[src/rtl/fetch_pc_gen.sv]
// fetch_pc_gen -- fetch program-counter generator with branch checkpoints.
//
// Each cycle the PC advances by one fetch group. The exceptions are replay,
// which advances by one instruction, stall, which holds, and a taken branch
// from decode (redirect), which jumps to the branch target. Every accepted
// redirect pushes its fall-through address into a small checkpoint FIFO.
// When the oldest branch resolves, a correct prediction pops the head. A
// mispredict restores the PC from the head and discards all checkpoints.
//
// Ports:
//   clk                 in   1         clock, rising edge
//   reset_n             in   1         asynchronous active-low reset
//   stall               in   1         hold PC (recovery and pops still honoured)
//   replay              in   1         advance by one instruction only
//   redirect_valid      in   1         taken branch presented by decode
//   redirect_slot       in   1         branch slot in fetch group (0 first, 1 second)
//   redirect_offset     in   32        signed branch offset, in instructions
//   resolve_valid       in   1         oldest checkpointed branch resolved
//   resolve_mispredict  in   1         qualifies resolve_valid: recover
//   redirect_ready      out  1         redirect accepted this cycle (combinational)
//   pc_out              out  PC_W      current fetch PC
//   ckpt_count          out  CNT_W     number of valid checkpoints
//   ckpt_full           out  1         ckpt_count == CKPT_DEPTH
//   ckpt_underflow      out  1         sticky: resolve seen with no checkpoint

module fetch_pc_gen #(
    parameter int              PC_W        = 8,
    parameter int              INSTR_BYTES = 4,
    parameter int              FETCH_W     = 2,
    parameter int              CKPT_DEPTH  = 4,
    parameter logic [PC_W-1:0] RESET_PC    = '0
) (
    input  logic                          clk,
    input  logic                          reset_n,
    input  logic                          stall,
    input  logic                          replay,
    input  logic                          redirect_valid,
    input  logic                          redirect_slot,
    input  logic [31:0]                   redirect_offset,
    input  logic                          resolve_valid,
    input  logic                          resolve_mispredict,
    output logic                          redirect_ready,
    output logic [PC_W-1:0]               pc_out,
    output logic [$clog2(CKPT_DEPTH):0]   ckpt_count,
    output logic                          ckpt_full,
    output logic                          ckpt_underflow
);

    localparam int PTR_W = $clog2(CKPT_DEPTH);
    localparam int CNT_W = PTR_W + 1;

    localparam logic [PC_W-1:0] SEQ_STEP    = PC_W'(FETCH_W * INSTR_BYTES);
    localparam logic [PC_W-1:0] INSTR_STEP  = PC_W'(INSTR_BYTES);
    localparam logic [PC_W-1:0] INSTR_STEP2 = PC_W'(2 * INSTR_BYTES);
    localparam logic [31:0]     INSTR_B32   = 32'(INSTR_BYTES);

    // ------------------------------------------------------------------
    // State
    // ------------------------------------------------------------------
    logic [PC_W-1:0]  r_pc;
    logic [PTR_W-1:0] r_head;
    logic [PTR_W-1:0] r_tail;
    logic [CNT_W-1:0] r_count;
    logic             r_underflow;
    logic [PC_W-1:0]  r_ckpt [CKPT_DEPTH];

    // ------------------------------------------------------------------
    // Decode of this cycle's events
    // ------------------------------------------------------------------
    logic            w_full;
    logic            w_empty;
    logic            w_mispredict;
    logic            w_recover;
    logic            w_pop;
    logic            w_push;
    logic            w_underflow_evt;
    logic [PC_W-1:0] w_redirect_target;
    logic [PC_W-1:0] w_fall_through;
    logic [PC_W-1:0] w_pc_next;

    assign w_full       = (r_count == CNT_W'(CKPT_DEPTH));
    assign w_empty      = (r_count == '0);
    assign w_mispredict = resolve_valid & resolve_mispredict;

    // A resolve with nothing checkpointed is ignored apart from the error
    // flag, so recovery and pops are gated by occupancy.
    assign w_recover       = w_mispredict & ~w_empty;
    assign w_pop           = resolve_valid & ~resolve_mispredict & ~w_empty;
    assign w_underflow_evt = resolve_valid & w_empty;

    assign redirect_ready = redirect_valid & ~w_full & ~stall & ~replay & ~w_mispredict;
    assign w_push         = redirect_ready;

    // The offset is computed modulo 2^32 and then cut to PC width. Two's
    // complement makes this correct for negative offsets without sign handling.
    assign w_redirect_target = r_pc + PC_W'((redirect_offset + 32'(redirect_slot)) * INSTR_B32);
    assign w_fall_through    = r_pc + (redirect_slot ? INSTR_STEP2 : INSTR_STEP);

    // NOTE: every combinational output gets a default first, so no path can
    // leave it unassigned and infer a latch.
    always_comb begin
        w_pc_next = r_pc;
        if (w_recover) begin
            w_pc_next = r_ckpt[r_head];
        end else if (stall) begin
            w_pc_next = r_pc;
        end else if (replay) begin
            w_pc_next = r_pc + INSTR_STEP;
        end else if (redirect_valid) begin
            // A refused redirect holds the PC so decode can re-present it.
            if (redirect_ready) begin
                w_pc_next = w_redirect_target;
            end
        end else begin
            w_pc_next = r_pc + SEQ_STEP;
        end
    end

    // ------------------------------------------------------------------
    // PC, pointers, count, error flag
    // ------------------------------------------------------------------
    // NOTE: sequential state uses non-blocking assignments only, so every
    // register samples values from before the edge.
    always_ff @(posedge clk or negedge reset_n) begin
        if (!reset_n) begin
            r_pc        <= RESET_PC;
            r_head      <= '0;
            r_tail      <= '0;
            r_count     <= '0;
            r_underflow <= 1'b0;
        end else begin
            r_pc <= w_pc_next;
            if (w_underflow_evt) begin
                r_underflow <= 1'b1;
            end
            if (w_recover) begin
                r_head  <= '0;
                r_tail  <= '0;
                r_count <= '0;
            end else begin
                if (w_pop) begin
                    r_head <= r_head + PTR_W'(1);
                end
                if (w_push) begin
                    r_tail <= r_tail + PTR_W'(1);
                end
                r_count <= r_count + CNT_W'(w_push) - CNT_W'(w_pop);
            end
        end
    end

    // NOTE: the checkpoint storage has no reset. An entry is read only after
    // it has been written, and the pointers and count, which are reset,
    // decide which entries are valid.
    always_ff @(posedge clk) begin
        if (w_push) begin
            r_ckpt[r_tail] <= w_fall_through;
        end
    end

    // ------------------------------------------------------------------
    // Outputs: registers or functions of registers only
    // ------------------------------------------------------------------
    assign pc_out         = r_pc;
    assign ckpt_count     = r_count;
    assign ckpt_full      = w_full;
    assign ckpt_underflow = r_underflow;

endmodule

[config.mk]
export PLATFORM = sky130hd
export DESIGN_NAME = fetch_pc_gen
export DESIGN_NICKNAME = d
export VERILOG_FILES = /design/src/rtl/fetch_pc_gen.sv
export SDC_FILE = /design/constraint.sdc
export NUM_CORES = 1
export LEC_CHECK = 0
export BUFFER_PORTS_ARGS = -buffer_cell sky130_fd_sc_hd__buf_2
export CAP_MARGIN = 10
export CORE_MARGIN = 4
export CORE_UTILIZATION = 57
export DETAILED_ROUTE_END_ITERATION = 8
export MAX_ROUTING_LAYER = met4
export PLACE_DENSITY = 0.82
export SLEW_MARGIN = 30
export SYNTH_ARGS = -nofsm -noshare
export SYNTH_HDL_FRONTEND = slang
export SYNTH_SLANG_ARGS = --single-unit
export TNS_END_PERCENT = 20
[constraint.sdc]
create_clock -name clk -period 5.86 [get_ports clk]
set_clock_uncertainty 0.05 [all_clocks]
set_input_delay 1.172 -clock clk [delete_from_list [all_inputs] [get_ports clk]]
set_output_delay 1.172 -clock clk [all_outputs]
set_load 0.01 [all_outputs]
# After elaboration in Yosys (flattened, before gate mapping)
# Memory sizes are Yosys's and may differ from the RTL's.
# Cells that the tools add are included.
# totals
out_inout_bits	14
register_bits	16
mem_count	1
elab_cells	50
mem_bits_rw	32
# mem_list
memory	depth	word_bits	rd	rd_clocked_by_memory_dff	write_ports	line	text
r_ckpt	4	8	1	0	1	65	logic [PC_W-1:0] r_ckpt [CKPT_DEPTH];
# classes
eq_ne	3
reduce_logical	4
mux	13
bitwise	15
add_sub_neg	9
# op_table
op	n
$mux 8	5
$and 1x1->1	9
$add 8x3->8 const B	1
$add 8x4->8	1
$add 8x4->8 const B	1
$add 8x8->8	1
$mux 2	4
$add 6x1->6	1
$not 1->1	6
$add 2x1->2 const B	2
$mux 4	1
$ne 4x2->1 const B	1
$reduce_bool 2->1	2
$add 3x1->3	1
$eq 3x3->1 const B	1
$logic_not 3->1	1
$mux 3	1
$sub 3x1->3	1
$mux 1	2
$ne 2x1->1 const B	1
$reduce_and 2->1	1

# Longest topological paths before layout
# Gate-level depths: netlist (run 1).
# logic_depth
ltp_word	11
mapped_depth	11
mapped_depth_nobuf	11

# Worst setup path before layout (run 1)
# Ideal clock, no wire load.
# synth_timing
path_type	in2reg
from	in redirect_slot
to	reg r_pc[4], in the netlist pc_out[4]
required_ns	5.728
setup_slack_ns	2.813
arrival_ns	2.915
path_stages	8
cell_sequence	ha_1 -> ha_1 -> fa_1 -> xnor2_1 -> a211oi_2 -> a21oi_1 -> or3_1 -> a31oi_1
# synth_between
elab_chain_cells	7
# synth_lines
element	line	text
start: declaration	38	input logic redirect_slot,
$add 6x1->6	96	assign w_redirect_target = r_pc + PC_W'((redirect_offset + 32'(redirect_slot)) * INSTR_B32);
$add 8x8->8	96	
$mux 8	111	if (redirect_ready) begin
$mux 8	109	end else if (redirect_valid) begin
$mux 8	107	end else if (replay) begin
$mux 8	105	end else if (stall) begin
$mux 8	103	if (w_recover) begin
end signal: assignment	132	r_pc <= w_pc_next;
end: declaration	60	logic [PC_W-1:0] r_pc;
# No other way between the ends. The select of a mux whose other input is x is not followed.
# A chain may end at the register's enable or synchronous reset.

# Worst setup path in the final report (run 1)
# layout_timing
from	in replay
to	out redirect_ready
# layout_between
elab_chain_cells	3
# layout_lines
element	line	text
start: declaration	36	input logic replay,
$not 1->1	91	assign redirect_ready = redirect_valid & ~w_full & ~stall & ~replay & ~w_mispredict;
$and 1x1->1 (2 in a row)	91	
end: declaration	42	output logic redirect_ready,
# No other way between the ends.

==> results.py, run 1 <==
metrics = {
    "synthesis": {
        "syn_avg_cell_area_um2": 12.9,
        "ys.flop_type": "edfxtp_1",
        "yosysTopAreaCellShare_pct": 35.7,
        "syn_nets": 269,
        "synth_warnings": 0,
        "synth_edf_count": 32,
        "ys_ff_latch": 48,
        "synthTopCellsByArea": "edfxtp_1 36%, dfrtp_1 15%, ha_1 7.9%, mux4_2 5.9%, xnor2_1 4.2%",
        "yosys.area.top_type": "edfxtp_1",
        "synth_common_cells": "32 x edfxtp_1, 17 x ha_1, 16 x dfrtp_1, 14 x nor2_1",
        "yosysSeqAreaShare_pct": 50.5,
        "synth_area_mm2": 0.00269,
        "netlist_instances": 209,
        "async_reset_ff_share_pct": 33.3,
        "synth_cell_type_count": 50,
        "synth_most_common_cell": "edfxtp_1",
    },
    "sta": {
        "fmax_mhz": 298,
        "whs_ns": 0.405,
        "setup_tns_ns": 0,
        "fin_crit_sh_pct": 57.3,
        "slew_headroom_pct": 59.5,
        "finalHoldViolations": 0,
        "rsz0062_at_grt": "false",
        "setup_viol": 0,
        "finalMaxSlewViolations": 0,
        "worstMarginPinSlew_ns": 0.608,
        "fin_crit_ns": 3.36,
    },
    "power": {
        "p_int_uw": 824,
        "p_clk_share_pct": 14.4,
        "p_sw_share_pct": 37.9,
        "switchingPower_uw": 503,
        "worst_ir_drop_vdd_uv": 224,
        "power_frac_seq_pct": 44.2,
        "pwr-share-comb_pct": 41.4,
        "p_leak_nw": 1.18,
        "p_per_area_mw_per_mm2": 457,
    },
    "grt": {
        "grt_usage_pct": 19.2,
        "antenna_found_initial": 0,
        "overflow": 0,
        "grt_max_degree": 17,
        "first_global_vias": 1741,
        "grt_pass1_wl_um": 8580,
    },
    "run_status": {
        "outcome": "completed",
    },
    "worst_setup_path": {
        "cp_num_buf_inv": 2,
        "crit_type": "in2out",
        "cp_max_fo": 11,
        "max_stage_delay_ns": 0.33,
        "critPathTopFamily": "simple AND/OR/NAND/NOR gates",
        "worstSetupStartpointType": "primary input",
        "slowest_stage": "nor3_4",
        "cp_cell_sequence": "buf_2 -> nand2b_1 -> nor3_4 -> buf_2",
        "cp.required_ns": 4.64,
        "path_common_cell": "buf_2",
        "crit_path_end_kind": "output pin",
        "crit_arrival_ns": 2.14,
    },
    "job": {
        "cap_violations": 0,
    },
    "clock_tree": {
        "post_cts_buffers": 0,
        "hold_buffers": 0,
        "cts_sinks": 48,
        "htreeDepth": 2,
        "clkSlewWorstSetupHoldPaths_ns": 0.08,
        "cts_resized": 0,
        "cts_buffers": 5,
        "cts_max_path_buffers": 2,
        "cts_tree": "yes",
        "clkLatencyLatePin_ns": 0.29,
        "cts_root_buf": "clkbuf_8",
    },
    "route": {
        "wl_um": 4810,
        "firstDrtPassIters": 4,
        "avgViaCountPerCell": 5.77,
        "vias": 1656,
        "wire_per_inst_um": 16.8,
        "drt_iter0_markers": 91,
        "drc": 0,
        "ant_nets": 0,
    },
    "layout": {
        "layout-drive-gt1-share_pct": 22.6,
        "area_growth_pct": 7.80,
        "antenna_cells": 0,
        "ff_latch_area_mm2": 0.00136,
        "multi_input_area_mm2": 0.00122,
        "fillers": 352,
        "nets": 294,
    },
    "floorplanning": {
        "ioPinCount": 54,
        "num_rows": 24,
        "dieArea_mm2": 0.00589,
        "fp.dieW_um": 76.7,
        "start_util_pct": 60.2,
        "die_h_um": 76.7,
        "core_area_mm2": 0.00447,
    },
    "hold_path": {
        "hp-class": "reg2reg",
    },
    "placement": {
        "gp_congestion": 0.823,
        "numPortBuffers": 27,
        "place_hpwl_um": 3510,
    },
}
==> worst reg2reg max path: stages (launching register included) <==
cell	delay, ns
dfrtp_1	0.46
nor3_2	0.33
nand2b_1	0.22
nor2_1	0.08
ha_1	0.26
inv_1	0.05
ha_1	0.13
inv_1	0.05
fa_1	0.37
xor2_1	0.17
xnor2_1	0.13
nor2_1	0.05
==> state kept, by name (all words and copies together), names as in the netlist <==
name and cells:
ckpt_count 3, ckpt_underflow 1, pc_out 8, r_ckpt 32, r_head 2, r_tail 2
==> cells by family (layout without fill, tap and decap cells) <==
| logic type | after synthesis | in the layout | share of synthesized area [%] |
|---|---|---|---|
| DFF | 48 | 48 | 50.5 |
| buffers and inverters | 20 | 46 | 4.32 |
| xor gates and xnor gates | 19 | 19 | 6.18 |
| and+or+nand+nor | 55 | 55 | 11.0 |
| AOI/OAI and AO/OA | 33 | 33 | 8.69 |
| adders and majority gates | 20 | 20 | 10.1 |
| muxes | 14 | 14 | 9.15 |
==> placed cells by master (no fill, tap or decap), drive strengths merged, types with 5 or more instances in the layout <==
master  Yosys  final
o21ai       7      7
clkbuf      3      6
nand3       7      7
xnor2      13     13
ha         17     17
edfxtp     32     32
buf         6     27
mux4        8      8
inv        11     11
and2        5      5
nand2      14     14
dfrtp      16     16
nor2       15     15
a21oi       7      7
xor2        6      6
==> layer usage <==
layer,vias up,share of wire [%],GRT usage (%),routed length (um)
met3,7,4.6,4.22,220
met2,36,49,30.9,2350
met5,-,0,-,0
met1,805,45,24.4,2170
li1,808,-,-,-
met4,0,1.6,5.62,79
==> metrics by stage <==
step                area (um2)  setup WS, ns  total power [mW]  util (%)  cells
floorplan                 2690          2.81              1.01         -    209
global placement          2820          2.50              1.12      63.0    279
detailed placement        2820          2.50              1.15      63.0    279
CTS                       2900          2.50              1.34      64.9    287
global route              2900          2.40              1.44      64.9    287
finish                    2900          2.50              1.33      64.9    287
==> power groups by stage <==
stage	clock network (mW)	logic (mW)	registers, mW
finish	0.191	0.550	0.587
detailed placement	0	0.552	0.595
global route	0.214	0.627	0.604
CTS	0.197	0.557	0.589
floorplan	0	0.464	0.546
global placement	0	0.532	0.591
==> area by class of cell <==
| class | count | share of cell area (%) |
|---|---|---|
| Inverter | 11 | 1.42 |
| Clock buffer | 6 | 2.50 |
| Tap cell | 52 | 2.24 |
| Timing Repair Buffer | 27 | 4.65 |
| Multi-Input combinational cell | 141 | 41.9 |
| Sequential cell | 48 | 46.9 |
| Clock inverter | 2 | 0.431 |
==> worst paths after layout <==
path,from,end,slack (ns),cells past startpoint
min,ckpt_underflow$_DFFE_PN0P_,ckpt_underflow$_DFFE_PN0P_,0.41,1
max in group asynchronous,reset_n,pc_out[3]$_DFFE_PN0P_,4.73,1
max,replay,redirect_ready,2.50,4
min reg2reg,ckpt_underflow$_DFFE_PN0P_,ckpt_underflow$_DFFE_PN0P_,0.41,1
min in group asynchronous,reset_n,ckpt_count[1]$_DFF_PN0_,0.74,1
max reg2reg,ckpt_count[1]$_DFF_PN0_,ckpt_count[2]$_DFF_PN0_,3.37,11
Power figures use the tool's default switching activity.
==> run 2: changes to the inputs <==
ABC_AREA = 1   (was default)
CORE_UTILIZATION = 50   (was 57)
PLACE_DENSITY = 0.76   (was 0.82)
clock period = 2.8 ns   (was 5.86 ns; I/O delays follow)
==> run 2 against run 1 <==
Effect of this change:
- final area increased by 7.8%
- sequential cell count unchanged
- sequential power increased by 100%
- final cell count increased by 44%
- routed wire length increased by 22%
- sequential share of layout area decreased by 3.4 points
- area after synthesis increased by 4.6%
- clock-buffer cell count decreased by 1
- largest cell class unchanged
==> results.py, run 2 <==
metrics = {
    "clock_tree": {
        "cts_tree": "yes",
        "cts_max_path_buffers": 2,
        "clkSlewWorstSetupHoldPaths_ns": 0.09,
        "cts_resized": 0,
        "hold_buffers": 0,
        "cts_buffers": 5,
        "cts_root_buf": "clkbuf_8",
        "htreeDepth": 2,
        "cts_sinks": 48,
        "post_cts_buffers": 0,
        "clkLatencyLatePin_ns": 0.30,
    },
    "sta": {
        "rsz0062_at_grt": "false",
        "slew_headroom_pct": 72.0,
        "worstMarginPinSlew_ns": 0.419,
        "finalHoldViolations": 0,
        "fin_crit_sh_pct": 78.4,
        "fmax_mhz": 455,
        "setup_viol": 0,
        "finalMaxSlewViolations": 0,
        "setup_tns_ns": 0,
        "fin_crit_ns": 2.20,
    },
    "worst_setup_path": {
        "cp.required_ns": 2.93,
        "worstSetupStartpointType": "flip-flop",
        "cp_max_fo": 4,
        "crit_path_end_kind": "flip-flop",
        "crit_arrival_ns": 2.33,
        "crit_type": "reg2reg",
    },
    "floorplanning": {
        "num_rows": 27,
        "ioPinCount": 54,
        "start_util_pct": 51.5,
        "core_area_mm2": 0.00547,
        "fp.dieW_um": 83.1,
        "dieArea_mm2": 0.00690,
        "die_h_um": 83.1,
    },
    "route": {
        "drt_iter0_markers": 191,
        "wire_per_inst_um": 14.3,
        "avgViaCountPerCell": 5.23,
        "ant_nets": 0,
        "wl_um": 5900,
        "firstDrtPassIters": 4,
        "drc": 0,
        "vias": 2159,
    },
    "synthesis": {
        "synthTopCellsByArea": "edfxtp_1 34%, dfrtp_1 14%, nand2_1 8.0%, ha_1 7.6%, inv_1 5.3%",
        "syn_avg_cell_area_um2": 9.09,
        "async_reset_ff_share_pct": 33.3,
        "synth_warnings": 0,
        "yosysSeqAreaShare_pct": 48.3,
        "synth_area_mm2": 0.00282,
        "netlist_instances": 310,
        "synth_most_common_cell": "nand2_1",
        "yosysTopAreaCellShare_pct": 34.1,
        "synth_edf_count": 32,
        "yosys.area.top_type": "edfxtp_1",
        "synth_common_cells": "60 x nand2_1, 40 x inv_1, 39 x nor2_1, 32 x edfxtp_1, 24 x o21ai_0",
        "syn_nets": 370,
        "synth_cell_type_count": 35,
        "ys.flop_type": "edfxtp_1",
        "ys_ff_latch": 48,
    },
    "run_status": {
        "outcome": "completed",
    },
    "layout": {
        "mostFrequentLayoutCells": "60 x nand2_1, 40 x inv_1, 39 x nor2_1, 32 x edfxtp_1, 27 x buf_2",
        "multi_input_area_mm2": 0.00122,
        "top_register": "r_ckpt",
        "largest_reg_flops": 32,
        "fillers": 502,
        "final_common_cell": "nand2_1",
        "ff_latch_area_mm2": 0.00136,
        "area_growth_pct": 11.2,
        "antenna_cells": 0,
        "nets": 400,
        "fin_util_pct": 57.2,
        "layout-drive-gt1-share_pct": 15.2,
    },
    "hold_path": {
        "hp-class": "in2async",
    },
    "power": {
        "p_per_area_mw_per_mm2": 955,
        "p_leak_nw": 1.44,
        "worst_ir_drop_vdd_uv": 493,
    },
    "job": {
        "cap_violations": 0,
    },
    "placement": {
        "place_hpwl_um": 4310,
        "numPortBuffers": 27,
        "gp_congestion": 0.870,
    },
    "grt": {
        "first_global_vias": 2100,
        "overflow": 0,
        "grt_pass1_wl_um": 9760,
        "antenna_found_initial": 0,
        "grt_max_degree": 18,
        "grt_usage_pct": 17.9,
    },
}
==> run 2: kinds of logic after synthesis <==
kind of cell | after synthesis | share of synthesized area, %
DFF | 48 | 48.3
xor gates and xnor gates | 8 | 2.49
adders and majority gates | 20 | 9.68
and+or+nand+nor | 129 | 20.9
buffers and inverters | 54 | 8.48
AOI/OAI and AO/OA | 51 | 10.1
==> run 2: critical path, cell delays in order (launching register included) <==
cell and delay [ns]:
dfrtp_1 0.42, inv_1 0.09, nand2_2 0.10, nor2_4 0.06
nor3_1 0.22, ha_1 0.28, inv_1 0.05, ha_1 0.14
inv_1 0.05, fa_1 0.37, xor2_1 0.18, nor2_1 0.05
==> run 2: report_power, final <==
| group | internal [mW] | switching (mW) | total, mW |
|---|---|---|---|
| sequential | 0.981 | 0.205 | 1.19 |
| combinational | 0.489 | 0.816 | 1.30 |
| clock | 0.264 | 0.235 | 0.499 |
| total | 1.73 | 1.26 | 2.99 |
==> run 2: through the flow <==
| step | setup WS, ns | total power [mW] | hold WS [ns] | instance area (um2) | instances |
|---|---|---|---|---|---|
| finish | 0.605 | 2.99 | 0.128 | 3130 | 413 |
| global route | 0.433 | 3.24 | 0.140 | 3130 | 413 |
| global placement | 0.383 | 2.43 | 0.389 | 3020 | 405 |
| CTS | 0.571 | 3.00 | 0.138 | 3130 | 413 |
| floorplan | 0.653 | 2.16 | 0.214 | 2820 | 310 |
| detailed placement | 0.361 | 2.50 | 0.415 | 3020 | 405 |
==> run 2: path summary, 6_finish.rpt <==
check	startpoint	depth (start not counted)	slack, ns	end
min in group clk	ckpt_underflow$_DFFE_PN0P_	1	0.43	ckpt_underflow$_DFFE_PN0P_
min reg2reg	ckpt_underflow$_DFFE_PN0P_	1	0.43	ckpt_underflow$_DFFE_PN0P_
max	ckpt_count[1]$_DFF_PN0_	11	0.60	ckpt_count[2]$_DFF_PN0_
max reg2reg	ckpt_count[1]$_DFF_PN0_	11	0.60	ckpt_count[2]$_DFF_PN0_
min	reset_n	1	0.13	pc_out[1]$_DFFE_PN0P_
max in group asynchronous	reset_n	1	2.27	pc_out[7]$_DFFE_PN0P_
==> run 2: area by class of cell <==
type                            count  area share [%]
Multi-Input combinational cell    208            38.8
Sequential cell                    48            43.5
Timing Repair Buffer               34            6.00
Clock buffer                        5            2.20
Clock inverter                      3            1.36
Tap cell                           72            2.88
Inverter                           43            5.24
==> run 2: routing by layer <==
| layer | vias to the layer above | routed length [um] | GRT usage (%) |
|---|---|---|---|
| met2 | 44 | 2890 | 29.2 |
| met3 | 9 | 282 | 3.47 |
| li1 | 1085 | - | - |
| met1 | 1021 | 2630 | 23.2 |
| met4 | 0 | 98 | 4.46 |
| met5 | - | 0 | - |
==> run 3: changes to the inputs <==
ABC_AREA = 0   (was 1)
clock period = 1.91 ns   (was 2.8 ns; I/O delays follow)
==> run 3 against run 2 <==
Effect of this change:
- the run now ends with negative setup slack left
- die area fell by 3.9%
- largest power group unchanged
- non-clock buffer count rose by 22
- final cell count is 19% lower
- largest cell class unchanged
- register-to-register slack lost 0.90 ns
- hold slack improved by 0.20 ns
- critical path depth decreased by 4
- sequential power rose by 42%
- sequential cell count unchanged
- worst setup slack worse by 0.93 ns
==> results.py, run 3 (synthesis results as in run 1) <==
metrics = {
    "sta": {
        "fin_ws_ns": -0.325,
        "finalMaxSlewViolations": 0,
        "fmax_mhz": 447,
        "setup_viol": 33,
        "rsz0062_at_grt": "true",
        "fin_crit_sh_pct": 117,
        "worstMarginPinSlew_ns": 0.487,
        "slew_headroom_pct": 67.5,
        "fin_crit_ns": 2.24,
        "finalHoldViolations": 0,
    },
    "layout": {
        "stdcell_area_mm2": 0.00330,
        "fillers": 376,
        "final_common_cell": "edfxtp_1",
        "mostFrequentLayoutCells": "32 x edfxtp_1, 24 x buf_2, 23 x buf_4, 14 x dfrtp_1, 13 x nor2_1",
        "antenna_cells": 0,
        "top_register": "r_ckpt",
        "largest_reg_flops": 32,
        "nets": 323,
        "area_growth_pct": 22.6,
        "layout-drive-gt1-share_pct": 39.0,
    },
    "clock_tree": {
        "cts_tree": "yes",
        "clkSlewWorstSetupHoldPaths_ns": 0.09,
        "cts_buffers": 5,
        "cts_root_buf": "clkbuf_8",
        "cts_max_path_buffers": 2,
        "cts_sinks": 48,
        "htreeDepth": 2,
        "clkLatencyLatePin_ns": 0.30,
    },
    "route": {
        "drc": 0,
        "wl_um": 5430,
        "avgViaCountPerCell": 5.48,
        "vias": 1830,
        "ant_nets": 0,
        "drt_iter0_markers": 99,
        "firstDrtPassIters": 4,
        "wire_per_inst_um": 16.3,
    },
    "worst_setup_path": {
        "crit_arrival_ns": 1.80,
        "cp.required_ns": 1.48,
        "crit_path_end_kind": "output pin",
        "worstSetupStartpointType": "flip-flop",
        "cp_max_fo": 7,
        "crit_type": "reg2out",
    },
    "grt": {
        "antenna_found_initial": 0,
        "first_global_vias": 1831,
        "grt_max_degree": 17,
        "grt_pass1_wl_um": 8960,
        "grt_usage_pct": 18.6,
        "overflow": 0,
    },
    "placement": {
        "place_hpwl_um": 3900,
        "place_area_mm2": 0.00303,
        "numPortBuffers": 27,
        "gp_congestion": 0.895,
    },
    "floorplanning": {
        "core_area_mm2": 0.00517,
        "ioPinCount": 54,
        "die_h_um": 81.4,
        "start_util_pct": 52.1,
        "fp.dieW_um": 81.4,
        "dieArea_mm2": 0.00663,
        "num_rows": 26,
    },
    "hold_path": {
        "hp-class": "in2reg",
    },
    "power": {
        "p_leak_nw": 1.34,
        "finalPower_mw": 4.68,
        "worst_ir_drop_vdd_uv": 613,
        "p_per_area_mw_per_mm2": 1420,
    },
    "job": {
        "cap_violations": 0,
    },
    "run_status": {
        "outcome": "complete, but fails checks",
        "violations": "negative setup slack",
    },
}
run 3: cell types whose count changed in the layout (fill, tap and decap cells not counted), moves of 9 or more:
cell	change
nand2_1	-48
inv_1	-32
nor2_1	-26
o21ai_0	-22
buf_4	+16
nand3_1	-10
xnor2_1	+9
run 3: power breakdown:
group | leakage (nW) | total [mW] | internal [mW] | switching (mW)
Combinational | 0.817 | 2.37 | 1.23 | 1.14
Clock | 0.0445 | 0.620 | 0.294 | 0.326
Sequential | 0.481 | 1.69 | 1.44 | 0.250
run 3: layer usage:
metal | part of all wire, % | routed length (um) | vias to the layer above | global-route usage (%)
met5 | 0 | 0 | - | -
met4 | 1.1 | 62 | 0 | 5.24
met3 | 4.5 | 242 | 6 | 3.55
met2 | 51 | 2750 | 44 | 30.8
met1 | 44 | 2380 | 913 | 23.4
li1 | - | - | 867 | -
run 3: path summary, 6_finish.rpt:
check	from	to	slack (ns)	depth (start not counted)
worst max register to register	ckpt_count[2]$_DFF_PN0_	ckpt_count[2]$_DFF_PN0_	-0.30	11
max in group asynchronous	reset_n	ckpt_count[2]$_DFF_PN0_	1.02	2
worst max-delay path	ckpt_count[1]$_DFF_PN0_	redirect_ready	-0.33	7
worst min register to register	ckpt_underflow$_DFFE_PN0P_	ckpt_underflow$_DFFE_PN0P_	0.42	1
min in group asynchronous	reset_n	ckpt_count[0]$_DFF_PN0_	0.49	2
worst min-delay path	resolve_valid	ckpt_underflow$_DFFE_PN0P_	0.33	2
run 3: worst max-delay path, cell delays in order (launching register included):
cell and delay [ns]:
dfrtp_2 0.44, buf_6 0.12, buf_6 0.10, or3b_4 0.41, nand2_4 0.09, nor3_4 0.05, buf_4 0.16, buf_2 0.14
run 3: timing repair:
item / in CTS / in global routing
endpoints found under the hold margin: 16 / 0
setup buffers: 4 / 3
gates resized for setup: 22 / 8
pin swaps: 17 / 8
hold buffers: 1 / 0
endpoints found under the setup margin: 40 / 41
run 3: final cells by class:
type                       instances  area (um2)  area share (%)
inverter                          11        41.3            1.25
clock buffer                       7        86.3            2.61
multi-input combinational        141        1320            39.9
sequential                        48        1360            41.3
clock inverter                     1        7.51           0.227
timing repair buffer              56         397            12.0
tap                               70        87.6            2.65
run 3: metrics by stage:
step                      instances  setup TNS [ns]  hold slack, ns  setup WS [ns]  utilization, %
after floorplan                 209           -1.52          0.0364         -0.324               -
after global placement          318           -6.68           0.272         -0.499            58.5
after detailed placement        318           -6.89           0.273         -0.534            58.5
after CTS                       331           -2.15           0.327         -0.322            62.9
after global routing            334           -3.82           0.322         -0.381            63.8
final                           334           -2.10           0.331         -0.325            63.8
